$ cat config.mk
export PLATFORM = sky130hd
export DESIGN_NAME = fft_sequencer
export DESIGN_NICKNAME = d
export VERILOG_FILES = /design/src/rtl/fft_pkg.sv /design/src/rtl/fft_drain_timer.sv /design/src/rtl/fft_sequencer.sv
export SDC_FILE = /design/constraint.sdc
export NUM_CORES = 1
export LEC_CHECK = 0
export CORE_MARGIN = 2
export CORE_UTILIZATION = 55
export CTS_CLUSTER_DIAMETER = 100
export DETAILED_ROUTE_END_ITERATION = 10
export GPL_TIMING_DRIVEN = 0
export PLACE_DENSITY = 0.81
export SYNTH_ARGS = -nofsm -noshare
export SYNTH_HDL_FRONTEND = slang
export SYNTH_SLANG_ARGS = --single-unit
export TNS_END_PERCENT = 50
$ cat constraint.sdc
create_clock -name clk -period 6.3 [get_ports clk]
set_input_delay 1.26 -clock clk [delete_from_list [all_inputs] [get_ports clk]]
set_output_delay 1.26 -clock clk [all_outputs]
set_load 0.005 [all_outputs]
$ cat src/rtl/fft_pkg.sv
// Shared FFT definitions: default transform size, field widths and the
// issue-sequencer state encoding, used by the sequencer, AGU and butterfly.
package fft_pkg;

    localparam int N_DEFAULT     = 32;
    localparam int DRAIN_DEFAULT = 4;
    localparam int LOG2N         = $clog2(N_DEFAULT);
    localparam int STAGE_WIDTH   = $clog2(LOG2N);
    localparam int PAIR_ID_WIDTH = $clog2(N_DEFAULT / 2);

    typedef enum logic [1:0] {
        S_IDLE  = 2'd0,
        S_ISSUE = 2'd1,
        S_DRAIN = 2'd2
    } fsm_state_e;

    // Drain counter width: enough to hold DRAIN, never narrower than 1 bit.
    function automatic int drain_cnt_width(input int drain);
        return (drain > 0) ? $clog2(drain + 1) : 1;
    endfunction

endpackage

$ cat src/rtl/fft_drain_timer.sv
// Loadable down-counter with an expiry flag.
// Ports: clk, reset (async, active-high), i_load/i_value load the count,
// o_expired is high while the count is zero. Counts down one per cycle.
module fft_drain_timer #(
    parameter int WIDTH = 3
) (
    input  logic             clk,
    input  logic             reset,
    input  logic             i_load,
    input  logic [WIDTH-1:0] i_value,
    output logic             o_expired
);

    logic [WIDTH-1:0] count_q;
    logic [WIDTH-1:0] count_d;

    always_comb begin
        count_d = count_q;
        if (i_load) begin
            count_d = i_value;
        end else if (count_q != '0) begin
            count_d = count_q - 1'b1;
        end
    end

    always_ff @(posedge clk or posedge reset) begin
        if (reset) begin
            count_q <= '0;
        end else begin
            count_q <= count_d;
        end
    end

    assign o_expired = (count_q == '0);

endmodule

$ cat src/rtl/fft_sequencer.sv
// Issue-side controller for the in-place radix-2 FFT: walks every stage and
// butterfly pair, one {stage, pair_id} per cycle, with a drain gap between
// stages and a one-cycle done pulse at the end.
// Ports: clk, reset (async, active-high), i_start, i_hold (back-pressure);
// stage, pair_id, o_valid to the AGU; o_busy, o_done status. All registered.
module fft_sequencer
    import fft_pkg::*;
#(
    parameter int N             = N_DEFAULT,
    parameter int DRAIN         = DRAIN_DEFAULT,
    parameter int stage_width   = $clog2($clog2(N)),
    parameter int pair_id_width = $clog2(N / 2)
) (
    input  logic                     clk,
    input  logic                     reset,
    input  logic                     i_start,
    input  logic                     i_hold,
    output logic [stage_width-1:0]   stage,
    output logic [pair_id_width-1:0] pair_id,
    output logic                     o_valid,
    output logic                     o_busy,
    output logic                     o_done
);

    localparam int TW = drain_cnt_width(DRAIN);
    localparam logic [stage_width-1:0]   LAST_STAGE = stage_width'($clog2(N) - 1);
    localparam logic [pair_id_width-1:0] LAST_PAIR  = pair_id_width'(N / 2 - 1);
    localparam logic [TW-1:0]            DRAIN_LOAD = TW'(DRAIN);

    fsm_state_e state_q, state_d;

    // stage_q doubles as the stage counter; pair_q is the next pair to issue.
    logic [stage_width-1:0]   stage_q, stage_d;
    logic [pair_id_width-1:0] pair_id_q, pair_id_d;
    logic [pair_id_width-1:0] pair_q, pair_d;
    logic                     valid_q, valid_d;
    logic                     busy_q, busy_d;
    logic                     done_q, done_d;

    logic                     issue;
    logic [stage_width-1:0]   iss_stage;
    logic [pair_id_width-1:0] iss_pair;
    logic                     tmr_load;
    logic                     tmr_expired;

    fft_drain_timer #(
        .WIDTH(TW)
    ) u_drain_timer (
        .clk      (clk),
        .reset    (reset),
        .i_load   (tmr_load),
        .i_value  (DRAIN_LOAD),
        .o_expired(tmr_expired)
    );

    always_comb begin
        state_d   = state_q;
        stage_d   = stage_q;
        pair_id_d = pair_id_q;
        pair_d    = pair_q;
        valid_d   = 1'b0;
        done_d    = 1'b0;
        tmr_load  = 1'b0;
        issue     = 1'b0;
        iss_stage = stage_q;
        iss_pair  = pair_q;

        // Entering a stage (from IDLE or on drain expiry) issues pair 0 in the
        // same edge, so the first pair of a stage costs no extra cycle.
        unique case (state_q)
            S_IDLE: begin
                if (i_start) begin
                    issue     = 1'b1;
                    iss_stage = '0;
                    iss_pair  = '0;
                end
            end
            S_ISSUE: begin
                if (!i_hold) begin
                    issue = 1'b1;
                end
            end
            S_DRAIN: begin
                if (tmr_expired) begin
                    if (stage_q == LAST_STAGE) begin
                        done_d  = 1'b1;
                        state_d = S_IDLE;
                    end else begin
                        issue     = 1'b1;
                        iss_stage = stage_q + 1'b1;
                        iss_pair  = '0;
                    end
                end
            end
            default: begin
                state_d = S_IDLE;
            end
        endcase

        // The last pair of a stage always passes through DRAIN; with DRAIN=0
        // the timer is already expired there, which is the stage-advance edge.
        if (issue) begin
            valid_d   = 1'b1;
            stage_d   = iss_stage;
            pair_id_d = iss_pair;
            if (iss_pair == LAST_PAIR) begin
                pair_d   = '0;
                state_d  = S_DRAIN;
                tmr_load = 1'b1;
            end else begin
                pair_d  = iss_pair + 1'b1;
                state_d = S_ISSUE;
            end
        end

        busy_d = (state_d != S_IDLE);
    end

    always_ff @(posedge clk or posedge reset) begin
        if (reset) begin
            state_q   <= S_IDLE;
            stage_q   <= '0;
            pair_id_q <= '0;
            pair_q    <= '0;
            valid_q   <= 1'b0;
            busy_q    <= 1'b0;
            done_q    <= 1'b0;
        end else begin
            state_q   <= state_d;
            stage_q   <= stage_d;
            pair_id_q <= pair_id_d;
            pair_q    <= pair_d;
            valid_q   <= valid_d;
            busy_q    <= busy_d;
            done_q    <= done_d;
        end
    end

    assign stage   = stage_q;
    assign pair_id = pair_id_q;
    assign o_valid = valid_q;
    assign o_busy  = busy_q;
    assign o_done  = done_q;

endmodule

---- After elaboration in Yosys (flattened, before gate mapping) ----
Index checks and enable logic that the tools add are counted.
word-level totals
  flip-flop bits (word level) ............. 19
  bits in latches ......................... 0
  memory bits (writable) .................. 0
  ROM bits ................................ 0
  logic and storage cells ................. 53
  memories kept ........................... 0
cells by class
  $add $sub $neg .......................... 3
  $mul .................................... 0
  div/mod/pow operators ................... 0
  order comparisons ....................... 0
  equal/unequal tests ..................... 7
  shift-type cells ........................ 0
  mux-type cells .......................... 27
  bitwise operators ....................... 0
  reduce and logical (&&, ||, !) cells .... 8
operators by type and width
  kind                                              count
  2-to-1 mux 4 bit                                  4
  2-to-1 mux 3 bit                                  5
  2-to-1 mux 1 bit                                  10
  2-to-1 mux 2 bit                                  4
  one-hot mux 4 bit (2 select lines)                1
  != test 2 bit, second input constant              3
  one-hot mux 3 bit (2 select lines)                1
  nonzero test 2 bit                                3
  AND reduction 5 bit                               1
  adder 4 x 1 -> 4 bit, second input constant       1
  == test 4 bit, second input constant              1
  one-hot mux 2 bit (2 select lines)                1
  adder 3 x 1 -> 3 bit, second input constant       1
  == test 3 bit, second input constant              1
  logical NOT 3 bit                                 1
  one-hot mux 1 bit (3 select lines)                1
  nonzero test 3 bit                                1
  subtractor 3 x 1 -> 3 bit, second input constant  1
  == test 2 x 1 -> 1 bit, second input constant     1
  == test 2 bit, second input constant              1
  logical NOT 2 bit                                 1
  OR reduction 2 bit                                1

---- Depth between registers and ports, before layout ----
Gate-level depths: netlist of run 1.
  word-level depth ........................ 8
  depth in mapped cells ................... 9
  mapped depth without buffers ............ 9

---- Modules after synthesis ----
A second synthesis of run 1 with hierarchy kept.
unflattened totals
  cells, all modules ...................... 103
  area total of the unflattened synthesis .. 1088.5 µm²
modules (own cells, without submodules)
  module           instances  cells each  area each (µm²)  seq. area each (µm²)
  fft_sequencer    1          81          883.3            400.4
  fft_drain_timer  1          22          205.2            75.1

---- Worst setup path before layout of run 1 ----
OpenSTA, ideal clock, no wires.
  path kind ............................... input port to flip-flop
  start point ............................. input i_start
  end point ............................... register u_drain_timer.count_q[1]
  library setup time ...................... 0.094 ns
  data arrival time ....................... 2.561 ns
  data required time ...................... 6.206 ns
  setup slack ............................. 3.645 ns
  cell stages on the path ................. 7
  buffers on the path ..................... 0
  cells stage by stage .................... nor3b_1 a21oi_2 and2_1 ha_1 and4_1 nor2b_1 a211oi_1
between the ends
  cells in the longest elaborated chain, start to end .. 6
  elaborated cells between the ends (all ways) .. 9
  classes of those cells .................. 1 x eq/ne; 7 x mux; 1 x reduce/logical
ends and longest elaborated chain
  element                                                        line                   text
  from (decl)                                                    fft_sequencer.sv:16    input logic i_start,
  2-to-1 mux 4 bit (*)                                           fft_sequencer.sv:72    if (i_start) begin
  one-hot mux 4 bit (2 select lines) (*)                         fft_sequencer.sv:70    unique case (state_q)
  net iss_pair[0]                                                fft_sequencer.sv:42    logic [pair_id_width-1:0] iss_pair;
  == test 4 bit (*)                                              fft_sequencer.sv:106   if (iss_pair == LAST_PAIR) begin
  2-to-1 mux 1 bit (*)                                           fft_sequencer.sv:106
  2-to-1 mux 1 bit (*)                                           fft_sequencer.sv:102   if (issue) begin
  2-to-1 mux 3 bit / nonzero test 2 bit (equally long branches)  --
  to (signal assigned)                                           fft_drain_timer.sv:30  count_q <= count_d;
  to (decl)                                                      fft_drain_timer.sv:14  logic [WIDTH-1:0] count_q;
Mark *: on every way through the listed nets, which the timed path passes. The rest lies on a longest branch.
A chain may end at the register's enable or synchronous reset.

---- Worst setup path in the final report of run 1 ----
Same ends and word-level chain as after synthesis.

==> flow_summary.yaml, run 1 <==
outcome:
  outcome: "completed"
setup_path:
  rr_startpoint: "u_drain_timer.count_q[0]"
  timing.critical_path.slowest_cell_delay_ns: 0.49
  worst-r2r-setup-slack_ns: 3.98
  timing_worst_setup_path_type: "in -> reg"
  cp_slowest_cell: "sky130_fd_sc_hd__clkdlybuf4s50_1"
  worst_ep_arrival_time_ns: 3.27
  cp_launch_point: "i_start"
  crit_fanout: 8
  cp-end-kind: "register"
  count_of_cells_along_the_worst_register_to_register_path: 9
  critical_path.startpoint_type: "input port"
  cp_data_required_time_ns: 6.51
  crit-reg2reg-capture: "u_drain_timer.count_q[1]"
  cp_num_buf_inv: 1
  critical-path-top-delay-family: "simple AND/OR/NAND/NOR gates"
  path_cells: "clkdlybuf4s50_1 > nor3b_1 > a21oi_2 > and2_1 > ha_1 > and4_1 > nor2b_1 > a211oi_1"
global_route:
  grt_pass1_wl_mm: 2.90
  grt_use_total_pct: 20.1
  first_global_vias: 673
  grt_max_degree: 20
  globalRouteOverflowTotal: 0
  grt_antenna_before_repair: 0
floorplanning:
  die-height_um: 45.5
  floorplan.die_area_sq_um: 2070
  floorplan.die.width_um: 45.5
  core_area_sq_um: 1560
  initial_core_util_pct: 60.7
  ios: 14
  rows: 14
sta:
  relSlewSlack_pct: 50.7
  fin_crit_ns: 3.06
  hold_viol: 0
  whs_ns: 0.484
  timing_max_transition_violations_final: 0
  setup_violations: 0
  clock.fmax_mhz: 326
  setup_repair_after_global_routing_missed_its_margin: "false"
  clk_skew_ns: 0.00264
  final.period_utilization_pct: 48.6
  tightest_slew_ns: 0.738
  totalNegativeSetupSlack_ns: 0
final_layout:
  share_of_final_layout_standard_cells_stronger_than_drive_strength_1_pct: 9.35
  layout_commonest_cell: "sky130_fd_sc_hd__dfrtp_1"
  multi_input_comb_area_sq_um: 425
  most-common-layout-cells: "sky130_fd_sc_hd__dfrtp_1 (19), sky130_fd_sc_hd__nand2_1 (13), sky130_fd_sc_hd__clkdlybuf4s50_1 (13)"
  final_nets: 117
  area_growth_pct: 18.7
  antenna_cells: 0
  final-instance-count-excl-fill: 123
  sequential_cell_area_sq_um: 475
  n_fill_cell: 114
  final_core_util_pct: 72.0
place:
  number_of_cells_after_detailed_placement: 119
  gp_congestion: 0.799
  io_buffer_count: 13
  hpwl_mm: 1.27
clock_network:
  postCtsHoldBufs: 0
  insertion_delay_ns: 0.29
  clock_tree.htree_level_count: 1
  cts_sinks: 19
  buffer_levels_on_the_longest_clock_path: 2
  cts.repair.resized: 0
  tritoncts: "yes"
  postCtsSetupBuffers: 0
  cts_root_buf: "sky130_fd_sc_hd__clkbuf_4"
  numCtsBuffers: 3
  clk_pin_slew_ns: 0.10
synthesis:
  synth-edff-count: 0
  postSynthRegisterBits: 19
  top_post_synthesis_cells_by_area: "sky130_fd_sc_hd__dfrtp_1 (50%), sky130_fd_sc_hd__ha_1 (6.6%), sky130_fd_sc_hd__nand2_1 (5.2%)"
  synthCells: 90
  synth_compound_gate_area_share_pct: 13.2
  synthMuxAreaShare_pct: 3.44
  synth_flop_cell: "sky130_fd_sc_hd__dfrtp_1"
  syn_area_per_cell_sq_um: 10.5
  synth_fa_ha_area_share_pct: 6.61
  synthesis.area_sq_um: 946
  synth-async-reset-ratio_pct: 100
  synth_top_area_cell: "sky130_fd_sc_hd__dfrtp_1"
  synth_simple_gate_area_share_pct: 19.8
  synth.net_count: 99
  ys.warnings.count: 0
  synth_top_area_share_pct: 50.3
  main_combinational_cell_family_by_area_after_synthesis: "simple AND/OR/NAND/NOR gates"
  synth_xor_xnor_area_share_pct: 1.85
  ys_seq_area_share_pct: 50.3
  synth.distinct_cells: 31
power_and_ir_drop:
  power.clock.fraction_pct: 14.1
  net_switching_uw: 143
  power.share.combinational_pct: 40.7
  sw_frac_of_total_pct: 33.2
  power.sequential.fraction_pct: 45.2
  p_leak_uw: 0.000499
  p_total_uw: 431
  worst_ir_drop_vdd_mv: 0.235
  cellPowerDensity_nw_per_um2: 384
  p_int_uw: 288
detailed_routing:
  num_vias: 690
  average_detailed_routed_wire_length_per_instance_um: 14.2
  drt_pass1_iterations: 4
  route.antenna.remaining_nets: 0
  postRouteWirelength_mm: 1.75
  remaining_drc_errors: 0
  drt_iter0_drc: 12
  vias_per_cell: 5.61
run:
  maxcap_violations: 0
min_path:
  hold_path.class: "reg -> reg"
  whs_endpoint: "pair_id[2]"
  worst_hold_startpoint: "pair_id[2]"
  hold-path-cell-count: 2
## cell type report
cell class | count | share of cell area [%]
Timing Repair Buffer | 13 | 11.6
Tap cell | 16 | 1.78
Multi-Input combinational cell | 61 | 37.9
Buffer | 1 | 1.00
Clock buffer | 4 | 2.34
Inverter | 9 | 3.01
Sequential cell | 19 | 42.4
## worst reg2reg max path, cell delays in order, from the launching register on
cell and delay (ns):
sky130_fd_sc_hd__dfrtp_1 0.39, sky130_fd_sc_hd__inv_1 0.07, sky130_fd_sc_hd__ha_1 0.23, sky130_fd_sc_hd__and4bb_4 0.25
sky130_fd_sc_hd__a21oi_2 0.30, sky130_fd_sc_hd__and2_1 0.20, sky130_fd_sc_hd__ha_1 0.24, sky130_fd_sc_hd__and4_1 0.28
sky130_fd_sc_hd__nor2b_1 0.19, sky130_fd_sc_hd__a211oi_1 0.07
## logic make-up (layout without fill, tap and decap cells)
logic type,after synthesis,in the layout
AND/OR/NAND/NOR,35,35
buffers and inverters,10,27
XOR/XNOR,2,2
flip-flops,19,19
multiplexers,3,3
AO/OA/AOI/OAI,16,16
adder cells (fa/ha/maj),5,5
## layer usage
layer | vias to the layer above | share of wire, % | GRT usage (%)
met1 | 336 | 45 | 24.2
li1 | 341 | - | -
met2 | 11 | 53 | 34.6
met5 | - | 0 | 0
met4 | 0 | 0.51 | 10.6
met3 | 2 | 1.8 | 2.38
## flip-flops by register name, summed over array words and instances (netlist names)
name and flops:
pair_id 4, o_done 1, u_drain_timer.count_q 3, o_busy 1, o_valid 1, stage 3
pair_q 4, state_q 2
## Yosys cell counts (2+ instances only)
master,number
sky130_fd_sc_hd__nor2_1,4
sky130_fd_sc_hd__nor2b_1,2
sky130_fd_sc_hd__ha_1,5
sky130_fd_sc_hd__nor3b_1,2
sky130_fd_sc_hd__nand3_1,4
sky130_fd_sc_hd__inv_1,8
sky130_fd_sc_hd__and2_1,2
sky130_fd_sc_hd__mux2_2,2
sky130_fd_sc_hd__dfrtp_1,19
sky130_fd_sc_hd__o21ai_0,6
sky130_fd_sc_hd__a21oi_1,2
sky130_fd_sc_hd__nand2b_1,3
sky130_fd_sc_hd__nand2_1,13
## worst max path at each step
stage,to,slack (ns),cells after the start
3_3_place_gp,u_drain_timer.count_q[1],2.95,8
2_1_floorplan,u_drain_timer.count_q[1],3.64,7
4_1_cts,u_drain_timer.count_q[1],3.23,8
6_report,u_drain_timer.count_q[1],3.24,8
3_5_place_dp,u_drain_timer.count_q[1],2.92,8
5_1_grt,u_drain_timer.count_q[1],3.09,8
## power groups by stage
stage | Clock (uW) | Combinational, uW | Sequential [uW]
finish | 60.6 | 175 | 195
global route | 66.7 | 198 | 200
CTS | 63.4 | 179 | 195
detailed placement | 0 | 178 | 197
global placement | 0 | 170 | 195
floorplan | 0 | 116 | 193
## stage by stage
| step | instance area (sq um) | setup WS (ns) |
|---|---|---|
| after floorplan | 946 | 3.64 |
| after global placement | 1100 | 2.95 |
| after detailed placement | 1100 | 2.92 |
| after CTS | 1120 | 3.23 |
| after global routing | 1120 | 3.09 |
| final | 1120 | 3.24 |
(Power assumes the default switching activity.)
==> inputs of run 2 (changes only) <==
CORE_UTILIZATION = 51   (was 55)
PLACE_DENSITY = 0.76   (was 0.81)
clock period = 2.9 ns   (was 6.3 ns; I/O delays follow)
==> run 2 against run 1 <==
  * First-iteration DRC count decreased by 58%
  * Clock power increased by 120%
  * Register-to-register slack got worse by 3.5 ns
  * Sequential share of layout area decreased by 0.42 points
  * Power increased by 120%
  * Count of clock-buffer cells in the layout unchanged
  * Worst setup slack got worse by 2.7 ns
  * Via count decreased by 0.58%
  * Die area increased by 7.1%
==> flow_summary.yaml, run 2 (synthesis results as in run 1) <==
setup_path:
  timing_worst_setup_path_type: "in -> reg"
  critical_path.startpoint_type: "input port"
  crit-reg2reg-capture: "u_drain_timer.count_q[1]"
  rr_startpoint: "u_drain_timer.count_q[0]"
  worst_ep_arrival_time_ns: 2.62
  cp_data_required_time_ns: 3.11
  worst-r2r-setup-slack_ns: 0.53
  count_of_cells_along_the_worst_register_to_register_path: 9
  crit_fanout: 8
  cp-end-kind: "register"
global_route:
  grt_max_degree: 20
  grt_antenna_before_repair: 0
  grt_pass1_wl_mm: 2.68
  grt_use_total_pct: 17.4
  first_global_vias: 619
  globalRouteOverflowTotal: 0
clock_network:
  cts_root_buf: "sky130_fd_sc_hd__clkbuf_4"
  cts.repair.resized: 0
  tritoncts: "yes"
  cts_sinks: 19
  buffer_levels_on_the_longest_clock_path: 2
  numCtsBuffers: 3
  insertion_delay_ns: 0.29
  clock_tree.htree_level_count: 1
  postCtsHoldBufs: 0
  postCtsSetupBuffers: 0
  clk_pin_slew_ns: 0.10
sta:
  final.period_utilization_pct: 83.2
  clk_skew_ns: 0.00360
  tightest_slew_ns: 0.725
  totalNegativeSetupSlack_ns: 0
  hold_viol: 0
  setup_violations: 0
  setup_slack_ns: 0.486
  setup_repair_after_global_routing_missed_its_margin: "false"
  clock.fmax_mhz: 414
  relSlewSlack_pct: 51.6
  fin_crit_ns: 2.41
  timing_max_transition_violations_final: 0
min_path:
  worst_hold_startpoint: "pair_id[3]"
  hold_path.class: "reg -> reg"
  hold-path-cell-count: 2
  whs_endpoint: "pair_id[3]"
power_and_ir_drop:
  worst_ir_drop_vdd_mv: 0.627
  p_leak_uw: 0.000499
  cellPowerDensity_nw_per_um2: 827
final_layout:
  final-instance-count-excl-fill: 132
  most-common-layout-cells: "sky130_fd_sc_hd__dfrtp_1 (19), sky130_fd_sc_hd__nand2_1 (13), sky130_fd_sc_hd__clkdlybuf4s50_1 (13)"
  area_growth_pct: 19.8
  final_core_util_pct: 65.7
  antenna_cells: 0
  share_of_final_layout_standard_cells_stronger_than_drive_strength_1_pct: 9.35
  final_nets: 117
  layout_commonest_cell: "sky130_fd_sc_hd__dfrtp_1"
  final_cell_area_sq_um: 1130
place:
  io_buffer_count: 13
  pre_cts_slack_ns: 0.193
  hpwl_mm: 1.23
  gp_congestion: 0.733
  placement.cell_area_sq_um: 1110
  number_of_cells_after_detailed_placement: 128
detailed_routing:
  remaining_drc_errors: 0
  vias_per_cell: 5.20
  drt_pass1_iterations: 4
  route.antenna.remaining_nets: 0
  postRouteWirelength_mm: 1.69
  route.layer.met1.wl_um: 781
  route.top_layer_used: "met4"
  drt_iter0_drc: 5
  num_vias: 686
  wl_met3_um: 28
  average_detailed_routed_wire_length_per_instance_um: 12.8
  met2_wirelength_um: 852
floorplanning:
  floorplan.die_area_sq_um: 2220
  die-height_um: 47.1
  floorplan.die.width_um: 47.1
  core_area_sq_um: 1730
  rows: 15
  ios: 14
  initial_core_util_pct: 54.8
outcome:
  outcome: "completed"
run:
  maxcap_violations: 0
-- run 2: cell counts in the layout (fill, tap and decap cells not counted) --
Identical to the previous run, type by type.
-- run 2: cell type report --
class                   count  area [sq um]
plain buffers               1          11.3
clock buffers               4          26.3
fillers                   140           593
inverters                   9          33.8
multi-input cells          61           425
flip-flops and latches     19           475
well taps                  25          31.3
repair buffers             13           130
-- run 2: power by group --
part           switching, uW  internal (uW)  leakage [uW]
Sequential              65.6            358      0.000234
Combinational            168            215      0.000250
Clock                   78.3           53.5     0.0000150
-- run 2: critical path, stage by stage --
cell and delay (ns):
sky130_fd_sc_hd__clkdlybuf4s50_1 0.52, sky130_fd_sc_hd__nor3b_1 0.31, sky130_fd_sc_hd__a21oi_2 0.14, sky130_fd_sc_hd__and2_1 0.21, sky130_fd_sc_hd__ha_1 0.24, sky130_fd_sc_hd__and4_1 0.26, sky130_fd_sc_hd__nor2b_1 0.15, sky130_fd_sc_hd__a211oi_1 0.21
-- run 2: metrics by stage --
step                      total power (uW)  hold WS (ns)
after floorplan                        671         0.463
final                                  938         0.494
after detailed placement               817         0.481
after CTS                              949         0.505
after global routing                  1010         0.544
after global placement                 796         0.454
-- run 2: worst max path at each step --
stage	start	endpoint	cells after the start
floorplan	u_drain_timer.count_q[0]	u_drain_timer.count_q[1]	9
global placement	i_start	u_drain_timer.count_q[1]	8
detailed placement	i_start	u_drain_timer.count_q[1]	8
CTS	i_start	u_drain_timer.count_q[1]	8
global route	i_start	u_drain_timer.count_q[1]	8
finish	i_start	u_drain_timer.count_q[1]	8
-- run 2: per-layer routing --
metal  global-route usage, %  vias up
met5                       0        -
met4                    8.33        0
met3                    2.31        4
met2                    29.6        6
met1                    21.6      335
li1                        -      341
==> patch, RTL diff (config.mk and constraints of run 2) <==
Encoding of `fsm_state_e`: now one-hot (3 bits for 3 states).
--- a/src/rtl/fft_pkg.sv
+++ b/src/rtl/fft_pkg.sv
@@ -8,10 +8,10 @@
     localparam int STAGE_WIDTH   = $clog2(LOG2N);
     localparam int PAIR_ID_WIDTH = $clog2(N_DEFAULT / 2);
 
-    typedef enum logic [1:0] {
-        S_IDLE  = 2'd0,
-        S_ISSUE = 2'd1,
-        S_DRAIN = 2'd2
+    typedef enum logic [2:0] {
+        S_IDLE  = 3'b001,
+        S_ISSUE = 3'b010,
+        S_DRAIN = 3'b100
     } fsm_state_e;
 
     // Drain counter width: enough to hold DRAIN, never narrower than 1 bit.
Function: no difference found for any inputs over 10 cycles, from zero or initial values and one cycle with reset high; not proved beyond that.
==> patch against run 2 <==
Setup slack got worse by 160 ps; sequential cell count rose by 1; wire length grew 4.6%; fmax down 6.2%; critical path depth rose by 1; cell area up 9.2%; global-route usage grew 0.92 points; area after synthesis grew 7.9%; power is 22% higher; clock skew down 2.0 ps; via count is 3.8% higher; synthesized cell count rose by 1.1%; first-iteration DRC count decreased by 20%; critical path type is now flip-flop to flip-flop; highest routed layer unchanged.
==> patch: results (changes against run 2) <==
Run status
  – Status: finished clean

GRT
  – M1 GR Usage: 24.65% (+3.0 points)
  – Total GRT Usage: 18.29% (+0.92 points)
  – Global routing met3 resource utilization: 3.086% (+0.78 points)
  – Wire length of the first global-routing pass: 3284 µm (+22%)
  – Met2 GRT Util: 28.08% (-1.5 points)
  – Number of global-route vias before repair: 735 (+19%)
  – Largest net degree at the start of global routing: 21 (+5.0%)

Synthesis
  – Top post-synthesis cells by count: dfrtp_1 (19), nor2_1 (9), inv_1 (8)
  – Synth Area in Compound Gates: 11.15% (-2.1 points)
  – Top FF cell, synth: dfrtp_1
  – Post-synthesis xor/xnor area fraction: 1.716% (-0.14 points)
  – Yosys cell types: 32 (+3.2%)
  – Area contributors post-synth: dfrtp_1 (47%), mux2_4 (7.4%), ha_1 (6.1%), nor2_1 (3.3%), inv_1 (2.9%)
  – Syn Nets: 100 (+1.0%)
  – Synth Area in Adders: 6.127% (-0.49 points)
  – Post-synthesis sequential area ratio: 49.14% (-1.1 points)
  – Post-synthesis mux area share: 9.314% (+5.9 points)

Setup path
  – Cell with the largest stage delay on the worst path: dfrtp_1
  – Critical-path maximum fanout: 10 (+2)
  – CP max stage delay: 380 ps (-140 ps)
  – CP arrival: 2830 ps (+210 ps)
  – R2R setup slack: 330 ps (-200 ps)

Drt
  – Routed wl met2: 820 µm (-3.8%)
  – WL met3: 59 µm (+110%)
  – Via density: 5.274 (+1.5%)
  – Wl on met1: 845 µm (+8.2%)
  – DRT iter0 DRCs: 4 (-1)
  – Wire length per cell: 13.08 µm (+2.2%)

Place
  – Gpl congestion: 0.7388 (+0.83%)
  – Dpl ws: 71.57 ps (-121.8 ps)
  – DP Area: 0.001185 mm² (+7.0%)

CTS
  – Clock-pin slew on the worst setup and hold paths: 110 ps
  – Clock latency at the later pin of the worst-skew pair: 310 ps (+20 ps)

Timing
  – Final hold slack: 530.0 ps (+36.47 ps)
  – Worst-margin pin slew: 753.1 ps (+28.61 ps)
  – Max Clk Rate: 0.3884 GHz (-6.2%)

Power and ir drop
  – Lkg Pwr: 0.5573 nW (+12%)

Layout
  – # diodes: 0 (unchanged)
  – Fin nets: 118 (+0.85%)
  – Layout cells sized above 1: 13.89% (+4.5 points)
[patch: cell count changes in the layout (fill, tap and decap cells not counted), sizes merged, moves of 2 or more]
cell,run 2,this run
nor2,4,9
nand2,13,5
and2,2,4
a31oi,0,2
a21oi,3,0
nand3,4,1
o31ai,0,2
mux2,2,5
o21a,0,2
[patch: area by class of cell]
type | instances | area (µm²)
fillers | 153 | 684.4
flip-flops and latches | 20 | 501.7
multi-input cells | 61 | 466.7
repair buffers | 13 | 130.1
well taps | 27 | 33.78
clock inverters | 1 | 30.03
inverters | 8 | 30.03
clock buffers | 3 | 22.52
plain buffers | 2 | 22.52
[patch: cell families after synthesis]
group	after synthesis
AOI/OAI and AO/OA	16
buffers and inverters	10
muxes	7
and+or+nand+nor	31
xor gates and xnor gates	2
adders and majority gates	5
DFF	20
[patch: report_power, final]
part / switching (mW) / internal (mW)
logic: 0.197 / 0.267
registers: 0.0702 / 0.380
clock network: 0.0885 / 0.140
total: 0.356 / 0.786
[patch: critical path, delay by kind of cell (launching register included)]
| family | cells | cell delay, ps |
|---|---|---|
| compound gates | 4 | 990 |
| fa+ha+maj | 2 | 420 |
| buf+inv | 1 | 110 |
| flops | 1 | 380 |
| simple gates | 2 | 630 |
[patch: path summary, 6_finish.rpt]
check | startpoint | end | depth (start not counted)
max | u_drain_timer.count_q[0] | pair_q[3] | 9
min | pair_id[3] | pair_id[3] | 2
max reg2reg | u_drain_timer.count_q[0] | pair_q[3] | 9
min reg2reg | pair_id[3] | pair_id[3] | 2
max in group asynchronous | reset | pair_q[2] | 2
min in group asynchronous | reset | state_q[1] | 2
[patch: through the flow]
step           cells  util (%)
3_5_place_dp     131     61.65
3_3_place_gp     131     61.65
4_1_cts          135     64.39
5_1_grt          135     64.39
2_1_floorplan     91         -
6_report         135     64.39
